===== src/rtl/chan_pkg.sv =====
// Shared constants for the channel framer: header layout and framer FSM encoding.
package chan_pkg;

    localparam logic [7:0] SYNC_BYTE = 8'hA5;

    localparam int unsigned SEQ_LSB  = 0;
    localparam int unsigned CHAN_LSB = 16;
    localparam int unsigned SYNC_LSB = 24;

    typedef enum logic {
        StHeader  = 1'b0,
        StPayload = 1'b1
    } state_e;

endpackage


===== src/rtl/axi_skid_2.sv =====
// Two-entry register skid buffer; in_ready_o is registered so the upstream ready
// never depends combinationally on out_ready_i.
module axi_skid_2 #(
    parameter int unsigned WIDTH = 33
) (
    input  logic             clk_i,
    input  logic             sync_reset_i,
    input  logic             in_valid_i,
    input  logic [WIDTH-1:0] in_data_i,
    output logic             in_ready_o,
    output logic             out_valid_o,
    output logic [WIDTH-1:0] out_data_o,
    input  logic             out_ready_i
);

    logic [1:0]       count_q, count_d;
    logic [WIDTH-1:0] ent0_q, ent0_d;
    logic [WIDTH-1:0] ent1_q, ent1_d;
    logic             rdy_q;
    logic             push, pop;

    assign push        = in_valid_i && rdy_q;
    assign pop         = (count_q != 2'd0) && out_ready_i;
    assign in_ready_o  = rdy_q;
    assign out_valid_o = (count_q != 2'd0);
    assign out_data_o  = ent0_q;

    // Entry 0 is always the head; it only changes on a pop or a push into an empty buffer.
    always_comb begin
        count_d = count_q;
        ent0_d  = ent0_q;
        ent1_d  = ent1_q;
        unique case ({push, pop})
            2'b10: begin
                if (count_q == 2'd0) begin
                    ent0_d = in_data_i;
                end else begin
                    ent1_d = in_data_i;
                end
                count_d = count_q + 2'd1;
            end
            2'b01: begin
                ent0_d  = ent1_q;
                count_d = count_q - 2'd1;
            end
            2'b11: begin
                if (count_q == 2'd1) begin
                    ent0_d = in_data_i;
                end else begin
                    ent0_d = ent1_q;
                    ent1_d = in_data_i;
                end
            end
            default: ;
        endcase
    end

    always_ff @(posedge clk_i) begin
        if (sync_reset_i) begin
            count_q <= 2'd0;
            ent0_q  <= '0;
            ent1_q  <= '0;
            rdy_q   <= 1'b0;
        end else begin
            count_q <= count_d;
            ent0_q  <= ent0_d;
            ent1_q  <= ent1_d;
            rdy_q   <= (count_d != 2'd2);
        end
    end

endmodule


===== src/rtl/axi_chan_framer.sv =====
// Prepends a {sync, chan_id, seq} header to each AXI-stream frame and forces tlast
// once a frame reaches MAX_FRAME payload words.
module axi_chan_framer
    import chan_pkg::*;
#(
    parameter int unsigned DATA_WIDTH = 32,
    parameter int unsigned MAX_FRAME  = 256,
    parameter int unsigned CNT_WIDTH  = 9,
    parameter logic [7:0]  SYNC_BYTE  = chan_pkg::SYNC_BYTE
) (
    input  logic                  clk,
    input  logic                  sync_reset,
    input  logic [7:0]            chan_id,
    input  logic                  s_axis_tvalid,
    input  logic [DATA_WIDTH-1:0] s_axis_tdata,
    input  logic                  s_axis_tlast,
    output logic                  s_axis_tready,
    output logic                  m_axis_tvalid,
    output logic [DATA_WIDTH-1:0] m_axis_tdata,
    output logic                  m_axis_tlast,
    input  logic                  m_axis_tready,
    output logic                  trunc_pulse,
    output logic [15:0]           seq_num
);

    state_e                state_q, state_d;
    logic [CNT_WIDTH-1:0]  cnt_q, cnt_d;
    logic [15:0]           seq_q, seq_d;
    logic                  trunc_q, trunc_d;
    logic                  skid_rdy, skid_vld;
    logic                  push_vld, s_ready, out_last, force_last;
    logic [DATA_WIDTH:0]   push_data, skid_out;
    logic [DATA_WIDTH-1:0] hdr;

    assign force_last = (cnt_q == CNT_WIDTH'(MAX_FRAME - 1));

    always_comb begin
        hdr                  = '0;
        hdr[SYNC_LSB +: 8]   = SYNC_BYTE;
        hdr[CHAN_LSB +: 8]   = chan_id;
        hdr[SEQ_LSB  +: 16]  = seq_q;
    end

    always_comb begin
        state_d   = state_q;
        cnt_d     = cnt_q;
        seq_d     = seq_q;
        trunc_d   = 1'b0;
        s_ready   = 1'b0;
        out_last  = 1'b0;
        push_vld  = 1'b0;
        push_data = {1'b0, hdr};
        unique case (state_q)
            // A header is only pushed once a sample is actually waiting.
            StHeader: begin
                push_vld = s_axis_tvalid;
                if (s_axis_tvalid && skid_rdy) begin
                    state_d = StPayload;
                end
            end
            StPayload: begin
                s_ready   = skid_rdy;
                push_vld  = s_axis_tvalid;
                out_last  = s_axis_tlast || force_last;
                push_data = {out_last, s_axis_tdata};
                if (s_axis_tvalid && skid_rdy) begin
                    if (out_last) begin
                        cnt_d   = '0;
                        seq_d   = seq_q + 16'd1;
                        state_d = StHeader;
                        trunc_d = force_last && !s_axis_tlast;
                    end else begin
                        cnt_d = cnt_q + CNT_WIDTH'(1);
                    end
                end
            end
            default: ;
        endcase
    end

    always_ff @(posedge clk) begin
        if (sync_reset) begin
            state_q <= StHeader;
            cnt_q   <= '0;
            seq_q   <= 16'd0;
            trunc_q <= 1'b0;
        end else begin
            state_q <= state_d;
            cnt_q   <= cnt_d;
            seq_q   <= seq_d;
            trunc_q <= trunc_d;
        end
    end

    axi_skid_2 #(
        .WIDTH(DATA_WIDTH + 1)
    ) u_skid (
        .clk_i        (clk),
        .sync_reset_i (sync_reset),
        .in_valid_i   (push_vld),
        .in_data_i    (push_data),
        .in_ready_o   (skid_rdy),
        .out_valid_o  (skid_vld),
        .out_data_o   (skid_out),
        .out_ready_i  (m_axis_tready)
    );

    assign s_axis_tready = s_ready && !sync_reset;
    assign m_axis_tvalid = skid_vld && !sync_reset;
    assign m_axis_tdata  = skid_out[DATA_WIDTH-1:0];
    assign m_axis_tlast  = skid_out[DATA_WIDTH];
    assign trunc_pulse   = trunc_q;
    assign seq_num       = seq_q;

endmodule

===== config.mk =====
export PLATFORM = sky130hd
export DESIGN_NAME = axi_chan_framer
export DESIGN_NICKNAME = d
export VERILOG_FILES = /design/src/rtl/chan_pkg.sv /design/src/rtl/axi_skid_2.sv /design/src/rtl/axi_chan_framer.sv
export SDC_FILE = /design/constraint.sdc
export NUM_CORES = 1
export LEC_CHECK = 0
export ABC_CLOCK_PERIOD_IN_PS = 2850
export BUFFER_PORTS_ARGS = -buffer_cell sky130_fd_sc_hd__buf_2
export CORE_UTILIZATION = 30
export CTS_CLUSTER_DIAMETER = 150
export DETAILED_ROUTE_END_ITERATION = 10
export PLACE_DENSITY = 0.45
export SKIP_CTS_REPAIR_TIMING = 1
export SYNTH_ARGS = -nofsm -noshare
export SYNTH_HDL_FRONTEND = slang
export SYNTH_HIERARCHICAL = 1
export SYNTH_SLANG_ARGS = --single-unit

===== constraint.sdc =====
create_clock -name clk -period 2.85 [get_ports clk]
set_input_delay 0 -clock clk [delete_from_list [all_inputs] [get_ports clk]]
set_output_delay 0 -clock clk [all_outputs]
set_load 0.02 [all_outputs]

==> impl_metrics.csv, run 1 <==
group,metric,value,unit
power,p_sw_share,28.3,%
synthesis,synth_top_family_by_area,"simple AND/OR/NAND/NOR gates",
synthesis,async_flop_share,0,%
min_path,min_delay_path_depth,3,
synthesis,yosys_warnings,6,
synthesis,synth_xor_area_share,3.14,%
power,p_sw,0.869,mW
synthesis,synth_top_area_cell,"dfxtp_1",
clocking,clk_pin_slew,0.06,ns
clocking,cts_tree,"yes",
route,firstDrtPassIters,4,
cells_and_area,antenna_cells,0,
route,num_vias,3897,
synthesis,synth_area,4460,um^2
worst_setup_path,r2r_cells,8,
worst_setup_path,r2r_end,"seq_num[14]",
synthesis,yosys.area_share.adder,2.53,%
clocking,cts_buffers,9,
worst_setup_path,r2r-start,"cnt_q[0]",
floorplanning,core,14500,um^2
power,p_comb_share,17.1,%
global_route,gr-total-overflow,0,
floorplanning,rows,44,
sta,drv_slew,0,
clocking,clock_latency,0.35,ns
synthesis,synth.area.mux_share,5.78,%
synthesis,synth_nets,562,
power,ir_worst_vdd,247,uV
sta,finClkSkew,0.0125,ns
worst_setup_path,worstPathArrival,2.55,ns
clocking,cts_num_sinks,96,
synthesis,synth_seq_area_share,43.1,%
clocking,root_buffer,"clkbuf_16",
clocking,htreeDepth,3,
synthesis,synth-compound-area-share,16.2,%
cells_and_area,fin_nets,648,
power,power,3.07,mW
synthesis,synth_seq_cells,96,
global_route,met3_usage,2.84,%
route,drt_wl_total,12.0,mm
global_route,gr-usage-met2,26.9,%
global_route,busiest_layer,"met2",
placement,gp_congestion,0.759,
global_route,grtUsageMet1,20.6,%
route,first_iter_violations,185,
worst_setup_path,critical_path_required,3.13,ns
clocking,clockBufferDepth,2,
outcome,status,"finished, final reports clean",
power,pwr-share-seq,47.8,%
power,p_leak,2.15,nW
route,drcViolationCount,0,
synthesis,yosysUniqueCellTypes,45,
route,drt.antenna.violating_nets,0,
min_path,hold_start,"s_axis_tvalid",
floorplanning,start_util,30.7,%
sta,post-route-min-period,2.28,ns
sta,relSlewSlack,35.7,%
route,wl_per_cell,15.4,um
worst_setup_path,reg2reg_slack,0.57,ns
placement,hpwlAfterDp,8.19,mm
power,clkPwrFrac,35.0,%
synthesis,synth_top_cell_area_share,43.1,%
global_route,grt_pass1_vias,3628,
sta,max_freq,0.439,GHz
global_route,grt_pass1_wl,18.9,mm
sta,grt_setup_unrepaired,"false",
global_route,grtUsageTotal,16.2,%
floorplanning,pin_count,97,
flow_run,cap_viol_max_count,0,
cells_and_area,syn2layout_area_growth,20.4,%
power,power_density,572,nW/um^2
sta,final_hold_viol_count,0,
global_route,antenna_found_initial,0,
worst_setup_path,end_kind,"flip-flop",
cells_and_area,drive_gt1_share,29.2,%
global_route,grt_start_max_net_pins,34,
floorplanning,die_y,124,um
sta,finalSetupViolCount,0,
sta,fin_crit_sh,79.9,%
sta,fin_setup_tns,0,ns
synthesis,synth_area_leaders,"dfxtp_1, nand2_1, mux2_2",
floorplanning,dieArea,15400,um^2
worst_setup_path,critPathKind,"flip-flop to flip-flop",
worst_setup_path,crit_fanout,11,
synthesis,synth-simple-area-share,24.0,%
synthesis,post_synth.cell_area_avg,8.78,um^2
min_path,hold-path-endpoint,"state_q",
min_path,min_path_type,"primary input to flip-flop",
placement,port_buffers,96,
synthesis,synthFlopType,"dfxtp_1",
floorplanning,die_width,124,um
power,p_int,2.20,mW
synthesis,synthCells,508,
sta,tightestPinTransition,0.964,ns
synthesis,synth_edf_count,0,
worst_setup_path,start_kind,"flip-flop",
route,routed_via_density,5.00,
==> flip-flops by register name (all words and copies together), names as in the netlist <==
name,count
u_skid/ent1_q,33
cnt_q,9
state_q,1
u_skid/in_ready_o,1
trunc_pulse,1
u_skid/count_q,2
seq_num,16
u_skid/out_data_o,33
==> routing by layer <==
layer / up-vias / part of all wire (%) / routed length (um)
met5: - / 0 / 0
met4: 0 / 1.7 / 202
met3: 12 / 3.5 / 420
met2: 84 / 48 / 5800
met1: 1848 / 47 / 5610
li1: 1953 / - / -
==> cells in the final DEF (no fill, tap or decap), types with 7 or more instances in the layout <==
| cell type | n |
|---|---|
| nor2_1 | 56 |
| mux2_2 | 22 |
| nor3_2 | 10 |
| buf_4 | 12 |
| nand4_1 | 10 |
| a221oi_1 | 23 |
| a221oi_2 | 10 |
| nor3_1 | 27 |
| dfxtp_1 | 95 |
| inv_1 | 9 |
| buf_2 | 96 |
| clkbuf_16 | 9 |
| xor2_1 | 10 |
| nand3_1 | 7 |
| nand2_1 | 83 |
| nand2b_1 | 7 |
| ha_1 | 9 |
| a21oi_1 | 44 |
==> synth_stat cells, types with 11 or more instances <==
cell type and n:
a21oi_1 44, a221oi_1 23, buf_2 18, clkbuf_1 11, dfxtp_1 96, mux2_2 22, nand2_1 83, nor2_1 56
nor3_1 27
==> power by group through the flow <==
stage | clock [mW] | sequential, mW | combinational (mW)
detailed placement | 0 | 1.50 | 0.530
global route | 1.18 | 1.48 | 0.579
floorplan | 0 | 1.55 | 0.291
global placement | 0 | 1.50 | 0.526
finish | 1.07 | 1.47 | 0.526
CTS | 1.12 | 1.47 | 0.532
==> worst max-delay path, cell delays in order, from the launching register on <==
cell and delay (ns):
dfxtp_1 0.37, ha_1 0.22, nand3_1 0.09, nor2_1 0.11, ha_1 0.22, o2111a_2 0.38, nand3_2 0.15, or4_1 0.52
a21oi_1 0.15
==> cell type report <==
class	instances	area (um^2)
inverters	10	37.5
well taps	184	230
clock buffers	12	236
multi-input cells	366	2310
clock inverters	1	7.51
repair buffers	111	621
flip-flops and latches	96	1920
fillers	1497	9170
==> worst max-delay path by stage <==
stage	startpoint	end	slack, ns
after global routing	cnt_q[0]	seq_num[14]	0.37
final	cnt_q[0]	seq_num[14]	0.57
after detailed placement	u_skid/count_q[0]	u_skid/out_data_o[10]	0.57
after global placement	u_skid/count_q[0]	u_skid/out_data_o[27]	0.66
after floorplan	cnt_q[0]	seq_num[13]	0.84
after CTS	u_skid/count_q[0]	u_skid/out_data_o[10]	0.56
==> cell families after synthesis <==
group | Yosys count
xor gates and xnor gates | 16
buffers and inverters | 46
DFF | 96
muxes | 23
adders and majority gates | 9
AOI/OAI and AO/OA | 96
and+or+nand+nor | 222
==> stage by stage <==
stage          std cells  setup slack (ns)  hold WS, ns  util, %  area [um^2]
3_3_place_gp         766             0.658        0.222     35.2         5110
2_1_floorplan        508             0.844       0.0767        -         4460
6_report             780             0.573      0.00541     36.9         5370
3_5_place_dp         766             0.567        0.227     35.2         5110
5_1_grt              780             0.374       0.0348     36.9         5370
4_1_cts              779             0.559       -0.144     36.9         5360
(Power assumes the default switching activity.)
==> inputs of run 2 (changes only) <==
ABC_CLOCK_PERIOD_IN_PS = 2400   (was 2850)
clock period = 2.4 ns   (was 2.85 ns; I/O delays follow)
==> impl_metrics.csv, run 2 (synthesis gave the netlist of run 1 again) <==
group,metric,value,unit
sta,drv_slew,0,
clocking,cts_buffers,9,
cells_and_area,antenna_cells,0,
cells_and_area,final_common_cell,"buf_2",
route,drt.antenna.violating_nets,0,
worst_setup_path,crit_path_start,"cnt_q[0]",
route,drt_wl_total,12.0,mm
global_route,antenna_found_initial,0,
route,drcViolationCount,0,
global_route,grt_pass1_wl,19.1,mm
outcome,violations,"hold timing",
global_route,gr-total-overflow,0,
worst_setup_path,r2r_end,"seq_num[14]",
sta,tightestPinTransition,1.17,ns
cells_and_area,final_cell_mix,"buf_2, dfxtp_1, nand2_1",
sta,fin_crit_sh,92.8,%
floorplanning,dieArea,15400,um^2
worst_setup_path,crit_fanout,11,
sta,finClkSkew,0.00452,ns
cells_and_area,fin_area,5480,um^2
worst_setup_path,slowest_stage,"or4_1",
worst_setup_path,endpoint,"seq_num[14]",
worst_setup_path,worstPathArrival,2.51,ns
sta,final_hold_viol_count,1,
sta,hold_slack,-0.0107,ns
route,wl_per_cell,15.3,um
worst_setup_path,critPathKind,"flip-flop to flip-flop",
floorplanning,rows,44,
floorplanning,core,14500,um^2
worst_setup_path,start_kind,"flip-flop",
worst_setup_path,critical_path_required,2.68,ns
placement,gp_congestion,0.777,
min_path,min_path_type,"primary input to flip-flop",
cells_and_area,drive_gt1_share,30.3,%
placement,port_buffers,96,
global_route,grt_pass1_vias,3761,
outcome,status,"finished with violations",
worst_setup_path,end_kind,"flip-flop",
flow_run,cap_viol_max_count,0,
clocking,clock_latency,0.35,ns
worst_setup_path,path_cells,"ha_1, nand3_1, nor2_1, ha_1, o2111a_2, nand3_2, or4_1, a21oi_1",
worst_setup_path,r2r_cells,8,
cells_and_area,fill_cells,1517,
power,p_leak,2.20,nW
worst_setup_path,r2r-start,"cnt_q[0]",
clocking,htreeDepth,3,
placement,dpl_cell_area,5150,um^2
sta,finalSetupViolCount,0,
global_route,grtUsageTotal,16.3,%
placement,hpwlAfterDp,7.97,mm
route,firstDrtPassIters,4,
sta,grt_setup_unrepaired,"false",
worst_setup_path,cpMostUsedCell,"ha_1",
route,num_vias,3929,
worst_setup_path,reg2reg_slack,0.17,ns
cells_and_area,syn2layout_area_growth,22.9,%
route,first_iter_violations,194,
floorplanning,die_width,124,um
power,ir_worst_vdd,352,uV
clocking,cts_num_sinks,96,
cells_and_area,fin_nets,649,
clocking,root_buffer,"clkbuf_16",
sta,relSlewSlack,21.9,%
power,power_density,719,nW/um^2
floorplanning,die_y,124,um
floorplanning,pin_count,97,
global_route,grt_start_max_net_pins,41,
clocking,cts_tree,"yes",
worst_setup_path,critPathMaxStageDelay,0.52,ns
clocking,clk_pin_slew,0.07,ns
route,routed_via_density,5.01,
floorplanning,start_util,30.7,%
sta,fin_setup_tns,0,ns
sta,post-route-min-period,2.23,ns
clocking,clockBufferDepth,2,
sta,max_freq,0.449,GHz
==> run 2: cell types whose count changed in the layout (fill, tap and decap cells not counted) <==
cell / change
clkinv_4: +1
buf_12: +2
buf_4: -1
nand2_1: -1
clkinv_2: +2
bufinv_16: +2
inv_6: +1
nand2_2: +1
clkbuf_1: -3
==> run 2: per-layer routing <==
layer | track usage (%) | part of all wire [%] | vias up
met1 | 20.6 | 46 | 1878
met5 | 0 | 0 | -
met3 | 2.88 | 4.1 | 18
li1 | - | - | 1960
met4 | 7.07 | 2.0 | 0
met2 | 27.1 | 48 | 73
==> run 2: critical path, delay by kind of cell, from the launching register on <==
family,cells,cell delay [ns]
AO/OA/AOI/OAI,2,0.51
adder cells (fa/ha/maj),2,0.43
AND/OR/NAND/NOR,4,0.86
flip-flops,1,0.37
==> run 2: report_power, final <==
part / internal [mW] / total, mW / switching, mW
combinational: 0.243 / 0.631 / 0.388
clock: 0.915 / 1.57 / 0.655
sequential: 1.68 / 1.74 / 0.0505
==> run 2: worst min path at each step <==
stage	startpoint	endpoint	slack (ns)	cells past startpoint
after floorplan	s_axis_tlast	trunc_pulse	0.08	1
after global placement	s_axis_tlast	trunc_pulse	0.24	2
after detailed placement	s_axis_tlast	trunc_pulse	0.24	2
after CTS	s_axis_tlast	trunc_pulse	-0.14	2
after global routing	s_axis_tvalid	state_q	0.03	3
final	s_axis_tvalid	state_q	-0.01	3
==> run 2: through the flow <==
stage	cells	power, mW	hold WS (ns)	util, %	worst slack, ns
3_3_place_gp	767	2.41	0.238	35.4	0.219
2_1_floorplan	508	2.19	0.0767	-	0.394
4_1_cts	783	4.00	-0.142	37.6	0.143
5_1_grt	784	4.14	0.0323	37.7	0.0166
3_5_place_dp	767	2.41	0.235	35.4	0.171
6_report	784	3.94	-0.0107	37.7	0.172
==> run 2: area by class of cell <==
cell class | instances | area (um^2) | area share [%]
inverters | 10 | 37.5 | 0.685
multi-input cells | 366 | 2310 | 42.2
repair buffers | 112 | 653 | 11.9
clock buffers | 9 | 225 | 4.11
clock inverters | 7 | 95.1 | 1.74
flip-flops and latches | 96 | 1920 | 35.1
well taps | 184 | 230 | 4.20
